==> src/rtl/decode_block_sequencer.sv <==
`default_nettype none
// ============================================================================
// Module   : decode_block_sequencer
// Purpose  : Per-block scheduler of the JPEG decode path: RLE word fetch,
//            IDCT kick-off, and copy of 8 IDCT rows into the output SRAM.
// Revision : 1.0  initial release
// ============================================================================
module decode_block_sequencer #(
   parameter int NUM_BLOCKS = 4096,
   parameter int IN_AW      = 14,
   parameter int OUT_AW     = 15,
   parameter int IN_DEPTH   = 16384
) (
   input  logic              clk,
   input  logic              reset,
   input  logic              start,
   output logic              in_rd_en,
   output logic [IN_AW-1:0]  in_addr,
   output logic              rle_valid,
   input  logic              rle_ready,
   input  logic              rle_eob,
   output logic              idct_start,
   input  logic              idct_done,
   output logic              idct_row_rd,
   output logic [2:0]        idct_row_idx,
   output logic              out_wr_en,
   output logic [OUT_AW-1:0] out_addr,
   output logic              busy,
   output logic              done,
   output logic              err
);

   localparam int                c_blk_w    = OUT_AW - 3;
   localparam logic [IN_AW:0]    c_in_last  = (IN_AW+1)'(IN_DEPTH);
   localparam logic [c_blk_w-1:0] c_last_blk = c_blk_w'(NUM_BLOCKS - 1);

   typedef enum logic [2:0] {
      ST_IDLE      = 3'd0,
      ST_FETCH     = 3'd1,
      ST_KICK      = 3'd2,
      ST_WAIT_IDCT = 3'd3,
      ST_COPY      = 3'd4,
      ST_DRAIN     = 3'd5,
      ST_DONE      = 3'd6
   } state_t;

   state_t              r_state;
   logic [IN_AW:0]      r_cnt;
   logic [c_blk_w-1:0]  r_block;
   logic                r_valid;
   logic                r_idct_start;
   logic                r_row_rd;
   logic [2:0]          r_row;
   logic                r_wr_en;
   logic [OUT_AW-1:0]   r_out_addr;
   logic                r_busy;
   logic                r_done;
   logic                r_err;
   logic                w_rd_en;

   // A read is issued only while no word is in flight, so EOB never over-fetches.
   assign w_rd_en = (r_state == ST_FETCH) && rle_ready && !r_valid && (r_cnt != c_in_last);

   always_ff @(posedge clk) begin
      if (!reset) begin
         r_state      <= ST_IDLE;
         r_cnt        <= '0;
         r_block      <= '0;
         r_valid      <= 1'b0;
         r_idct_start <= 1'b0;
         r_row_rd     <= 1'b0;
         r_row        <= 3'd0;
         r_wr_en      <= 1'b0;
         r_out_addr   <= '0;
         r_busy       <= 1'b0;
         r_done       <= 1'b0;
         r_err        <= 1'b0;
      end else begin
         r_valid      <= w_rd_en;
         r_idct_start <= 1'b0;
         r_wr_en      <= r_row_rd;
         if (r_row_rd) begin
            r_out_addr <= {r_block, r_row};
         end
         if (w_rd_en) begin
            r_cnt <= r_cnt + (IN_AW+1)'(1);
         end

         case (r_state)
            ST_IDLE, ST_DONE: begin
               if (start) begin
                  r_state <= ST_FETCH;
                  r_cnt   <= '0;
                  r_block <= '0;
                  r_busy  <= 1'b1;
                  r_done  <= 1'b0;
                  r_err   <= 1'b0;
               end
            end
            ST_FETCH: begin
               if (r_valid && rle_eob) begin
                  r_state      <= ST_KICK;
                  r_idct_start <= 1'b1;
               end else if (r_valid && (r_cnt == c_in_last)) begin
                  r_state <= ST_DONE;
                  r_err   <= 1'b1;
                  r_busy  <= 1'b0;
               end
            end
            ST_KICK: begin
               r_state <= ST_WAIT_IDCT;
            end
            ST_WAIT_IDCT: begin
               if (idct_done) begin
                  r_state  <= ST_COPY;
                  r_row_rd <= 1'b1;
                  r_row    <= 3'd0;
               end
            end
            ST_COPY: begin
               if (r_row == 3'd7) begin
                  r_state  <= ST_DRAIN;
                  r_row_rd <= 1'b0;
                  r_row    <= 3'd0;
               end else begin
                  r_row <= r_row + 3'd1;
               end
            end
            ST_DRAIN: begin
               if (r_block == c_last_blk) begin
                  r_state <= ST_DONE;
                  r_done  <= 1'b1;
                  r_busy  <= 1'b0;
               end else begin
                  r_block <= r_block + c_blk_w'(1);
                  r_state <= ST_FETCH;
               end
            end
            default: begin
               r_state <= ST_IDLE;
            end
         endcase
      end
   end

   assign in_rd_en     = w_rd_en;
   assign in_addr      = r_cnt[IN_AW-1:0];
   assign rle_valid    = r_valid;
   assign idct_start   = r_idct_start;
   assign idct_row_rd  = r_row_rd;
   assign idct_row_idx = r_row;
   assign out_wr_en    = r_wr_en;
   assign out_addr     = r_out_addr;
   assign busy         = r_busy;
   assign done         = r_done;
   assign err          = r_err;

endmodule
`default_nettype wire
==> config.mk <==
export PLATFORM = sky130hd
export DESIGN_NAME = decode_block_sequencer
export DESIGN_NICKNAME = d
export VERILOG_FILES = /design/src/rtl/decode_block_sequencer.sv
export SDC_FILE = /design/constraint.sdc
export NUM_CORES = 1
export LEC_CHECK = 0
export CAP_MARGIN = 20
export CORE_MARGIN = 5
export CORE_UTILIZATION = 65
export CTS_BUF_LIST = sky130_fd_sc_hd__clkbuf_16
export DETAILED_ROUTE_END_ITERATION = 7
export DONT_BUFFER_PORTS = 1
export PLACE_DENSITY_LB_ADDON = 0.1
export RECOVER_POWER = 25
export SLEW_MARGIN = 20
export SYNTH_ARGS = -nofsm -noshare
export SYNTH_HDL_FRONTEND = slang
export SYNTH_SLANG_ARGS = --single-unit
==> constraint.sdc <==
create_clock -name clk -period 2.7 [get_ports clk]
set_input_delay 0.54 -clock clk [delete_from_list [all_inputs] [get_ports clk]]
set_output_delay 0.54 -clock clk [all_outputs]
set_load 0.02 [all_outputs]
-- After elaboration in Yosys (flattened, before gate mapping)
Index checks and enable logic that the tools add are counted.
- add/sub/neg operators: 3
- equality and inequality tests: 18
- mux-type cells: 31
- reduce and logical (&&, ||, !) cells: 20
- operators with widths (kind ; number):
    15-bit 2-to-1 mux ; 3
    12-bit 2-to-1 mux ; 2
    3-bit 2-to-1 mux ; 8
    12-bit one-hot mux with 2 select lines ; 1
    3-bit one-hot mux with 6 select lines ; 1
    15-bit by 1-bit adder with 15-bit output, second input constant ; 1
    15-bit == test, second input constant ; 1
    15-bit != test, second input constant ; 1
    12-bit by 1-bit adder with 12-bit output, second input constant ; 1
    12-bit == test, second input constant ; 1
    3-bit == test, second input constant ; 4
    2-bit != test, second input constant ; 6
    1-bit 2-to-1 mux ; 11
    3-bit AND reduction ; 3
    4-bit AND reduction ; 2
    3-bit by 2-bit == test with 1-bit output, second input constant ; 2
    1-bit one-hot mux with 2 select lines ; 3
    3-bit one-hot mux with 2 select lines ; 1
    2-bit nonzero test ; 3
    1-bit logical AND ; 5
    5-bit AND reduction ; 1
    2-bit AND reduction ; 2
    3-bit by 1-bit adder with 3-bit output, second input constant ; 1
    3-bit by 1-bit == test with 1-bit output, second input constant ; 1
    other kinds (7) ; 7
- flip-flop bits (word level): 55
- output and inout bits: 40
- word-level logic and storage cells: 84

-- Logic depth before layout (Yosys ltp)
- depth after elaboration: 7
- depth in mapped cells: 7

-- Least setup slack after synthesis
Ideal clock, no wire load.
- path type: register -> output
- start point: reg r_state[1]
- end point: out in_rd_en
- arrival: 1346 ps
- setup slack: 814 ps
- stages on the path, launching flop included: 6
- path buffers: 2
- cell sequence: dfxtp_1 buf_2 nor3b_4 and2_1 buf_2 and2_1
- longest elaborated chain between the ends: 4
- RTL lines (element ; line ; text):
    start, declared ; 47 ; state_t r_state;
    start signal, assigned ; 66 ; r_state <= ST_IDLE;
    start signal, assigned ; 92 ; r_state <= ST_FETCH;
    start signal, assigned ; 102 ; r_state <= ST_KICK;
    3-bit by 1-bit == test with 1-bit output ; 62 ; assign w_rd_en = (r_state == ST_FETCH) && rle_ready && !r_valid && (r_cnt != c_in_last);
    1-bit logical AND (3 in a row) ; 62 ;
    end, declared ; 17 ; output logic in_rd_en,
No other way between the ends.

-- Final worst setup path
Ends and elaborated chain as after synthesis.

==> impl_metrics.toml <==
[place]
worst_setup_timing_slack_at_the_placement_stage_ns = 0.572
dp_hpwl_mm = 3.72
count_of_placed_standard_cells_including_taps = 341
io_buffer_count = 0
gp_congestion = 0.837

[sta]
finalClockSkew_ns = 0.00363
worst_slew_pin_slew_ns = 1.01
hold_violation_total_from_the_final_report = 0
maxSlewViolCount = 0
rsz_0062_raised_after_global_routing = "false"
final_worst_path_cycle_share = 0.912
setup_violations = 0
fin_setup_tns_ns = 0
post-route-min-period_ns = 2.46
fin_ws_ns = 0.239
whs_ns = 0.375
worst_relative_slew_slack = 0.324
achievable-frequency_mhz = 406

[synth]
ys_dominant_reg_cell = "dfxtp_1"
synth_largest_type_area_fraction = 0.390
synth.most_common_cell = "dfxtp_1"
number_of_register_bits_inferred_by_synthesis = 55
synth.yosys.seq_area_share = 0.390
synth_edf_count = 0
ys_top_cells_by_area = "dfxtp_1 (39%), mux2i_1 (5.7%), nor2b_1 (5.1%)"
synth_largest_area_cell = "dfxtp_1"
synth_area_mm2 = 0.00282
post_synth.cell_area_avg_um2 = 9.04
syn_inst = 312
ys.warnings.count = 0
post_synth_most_frequent_cells = "dfxtp_1 (55), nor2_1 (36), nor2b_1 (23)"
asyncSetResetFlopFracSynth = 0
yosysUniqueCellTypes = 52
synth.net_count = 323

[power_and_ir_drop]
clkPwrFrac = 0.340
power_switching_w = 0.000607
power.switching_fraction = 0.294
power_density_mw_per_mm2 = 709
internal-power_w = 0.00146
pwr-share-seq = 0.465
power.share.combinational = 0.195
power.ir.vdd_worst_uv = 451
p_leak_nw = 0.967

[finish]
fin_nets = 307
antennaDiodeCount = 0
layout_area_growth_over_synthesis_pct = 3.28
layout-drive-gt1-share = 0.0808
finish.cell_count_without_fillers = 349

[routing]
dr.pass1.iters = 4
post-route-drc-count = 0
drt.antenna.violating_nets = 0
wire_per_inst_um = 14.6
drt_first_iter_violations = 98
vias_per_cell = 5.98
routed_wl_mm = 5.10
via_count_of_the_routed_design = 2086

[run_status]
run_status = "finished, final reports clean"

[clocking]
cts_root_buffer = "clkbuf_16"
post-cts-setup-buffer-count = 0
cts_buffer_depth = 2
worst_skew_pair.late_latency_ns = 0.28
cts-buffers-inserted = 5
post_cts_hold_buffer_count = 0
cts.sink_count = 55
post_cts_resize_count = 0
clk_pin_slew_ns = 0.06
cts_tree = "yes"
h_tree_levels = 2

[floorplan]
start_util = 0.657
fp.dieW_um = 75.9
placementRows = 24
floorplan.die_area_mm2 = 0.00576
floorplan.core_area_mm2 = 0.00429
ioPinCount = 46
fp.dieH_um = 75.9

[setup_path]
critical_path.endpoint_type = "primary output"
worst-path-max-fanout = 21
critical_path.startpoint_type = "flip-flop"
cp_data_arrival_time_ns = 1.92
cp_data_required_time_ns = 2.16
worstSetupPathType = "reg -> out"

[grt]
globalRoute.totalOverflow = 0
grt_max_degree = 31
first_global_vias = 1895
grt_pass1_wl_mm = 8.49
groute.usage.overall = 0.187
initial_antenna_violation_count = 0

[min_path]
class_of_the_most_critical_hold_timing_path = "in -> reg"

[flow_run]
cap_viol_max_count = 0
layout make-up:
cell class | count | area, µm²
Multi-Input combinational cell | 222 | 1530
Fill cell | 367 | 1380
Sequential cell | 55 | 1100
Clock buffer | 5 | 125
Tap cell | 52 | 65.1
Clock inverter | 3 | 38.8
Inverter | 8 | 30.0
Timing Repair Buffer | 4 | 26.3
stage by stage:
stage / util / power (W) / cell area [µm²]
2_1_floorplan: - / 0.00131 / 2820
3_3_place_gp: 0.641 / 0.00137 / 2750
3_5_place_dp: 0.641 / 0.00138 / 2750
4_1_cts: 0.679 / 0.00208 / 2920
5_1_grt: 0.678 / 0.00218 / 2910
6_report: 0.678 / 0.00206 / 2910
worst max-delay path, stage by stage, from the launching register on:
cell and delay (ns):
dfxtp_1 0.55, nor3b_4 0.44, and2_1 0.31, and2_1 0.34
placed cells by master (no fill, tap or decap), types with 7 or more instances in the layout:
cell type  netlist  routed
or3_1            7       7
nor2_1          36      36
inv_1            8       8
nand2_1         14      14
dfxtp_1         55      55
a21oi_1         11      11
nand3_1         10      10
mux2i_1         16      16
nor2b_1         23      23
xnor2_1         13      13
nand4_1          7       7
o21ai_0          8       8
power groups by stage:
stage / registers, W / clock network, W / logic [W]
global placement: 0.000973 / 0 / 0.000399
finish: 0.000960 / 0.000701 / 0.000403
global route: 0.000970 / 0.000752 / 0.000454
CTS: 0.000958 / 0.000715 / 0.000405
detailed placement: 0.000977 / 0 / 0.000403
floorplan: 0.000912 / 0 / 0.000399
layer usage:
metal,vias up,global-route usage,share of wire
li1,1055,-,-
met1,982,0.229,0.45
met2,44,0.323,0.49
met3,5,0.0515,0.059
met4,0,0.0447,0.0082
met5,-,0,0
worst paths after layout:
kind / from / end / slack [ns] / cells past startpoint
worst max-delay path: r_state[1] / in_rd_en / 0.24 / 3
worst min-delay path: reset / r_state[2] / 0.38 / 2
worst max register to register: r_state[1] / r_block[11] / 0.70 / 5
worst min register to register: r_cnt[14] / r_cnt[14] / 0.53 / 2
flip-flops by register name (all words and copies together), names as in the netlist:
register	cells
busy	1
done	1
err	1
idct_row_idx	3
idct_row_rd	1
idct_start	1
out_addr	15
out_wr_en	1
r_block	12
r_cnt	15
r_state	3
rle_valid	1
cell families after synthesis:
| group | Yosys count | share of synthesized area |
|---|---|---|
| AOI/OAI and AO/OA | 34 | 0.0754 |
| DFF | 55 | 0.390 |
| buffers and inverters | 35 | 0.0683 |
| xor gates and xnor gates | 19 | 0.0590 |
| muxes | 17 | 0.0608 |
| and+or+nand+nor | 147 | 0.324 |
| adders and majority gates | 5 | 0.0222 |
(Power assumes the default switching activity.)
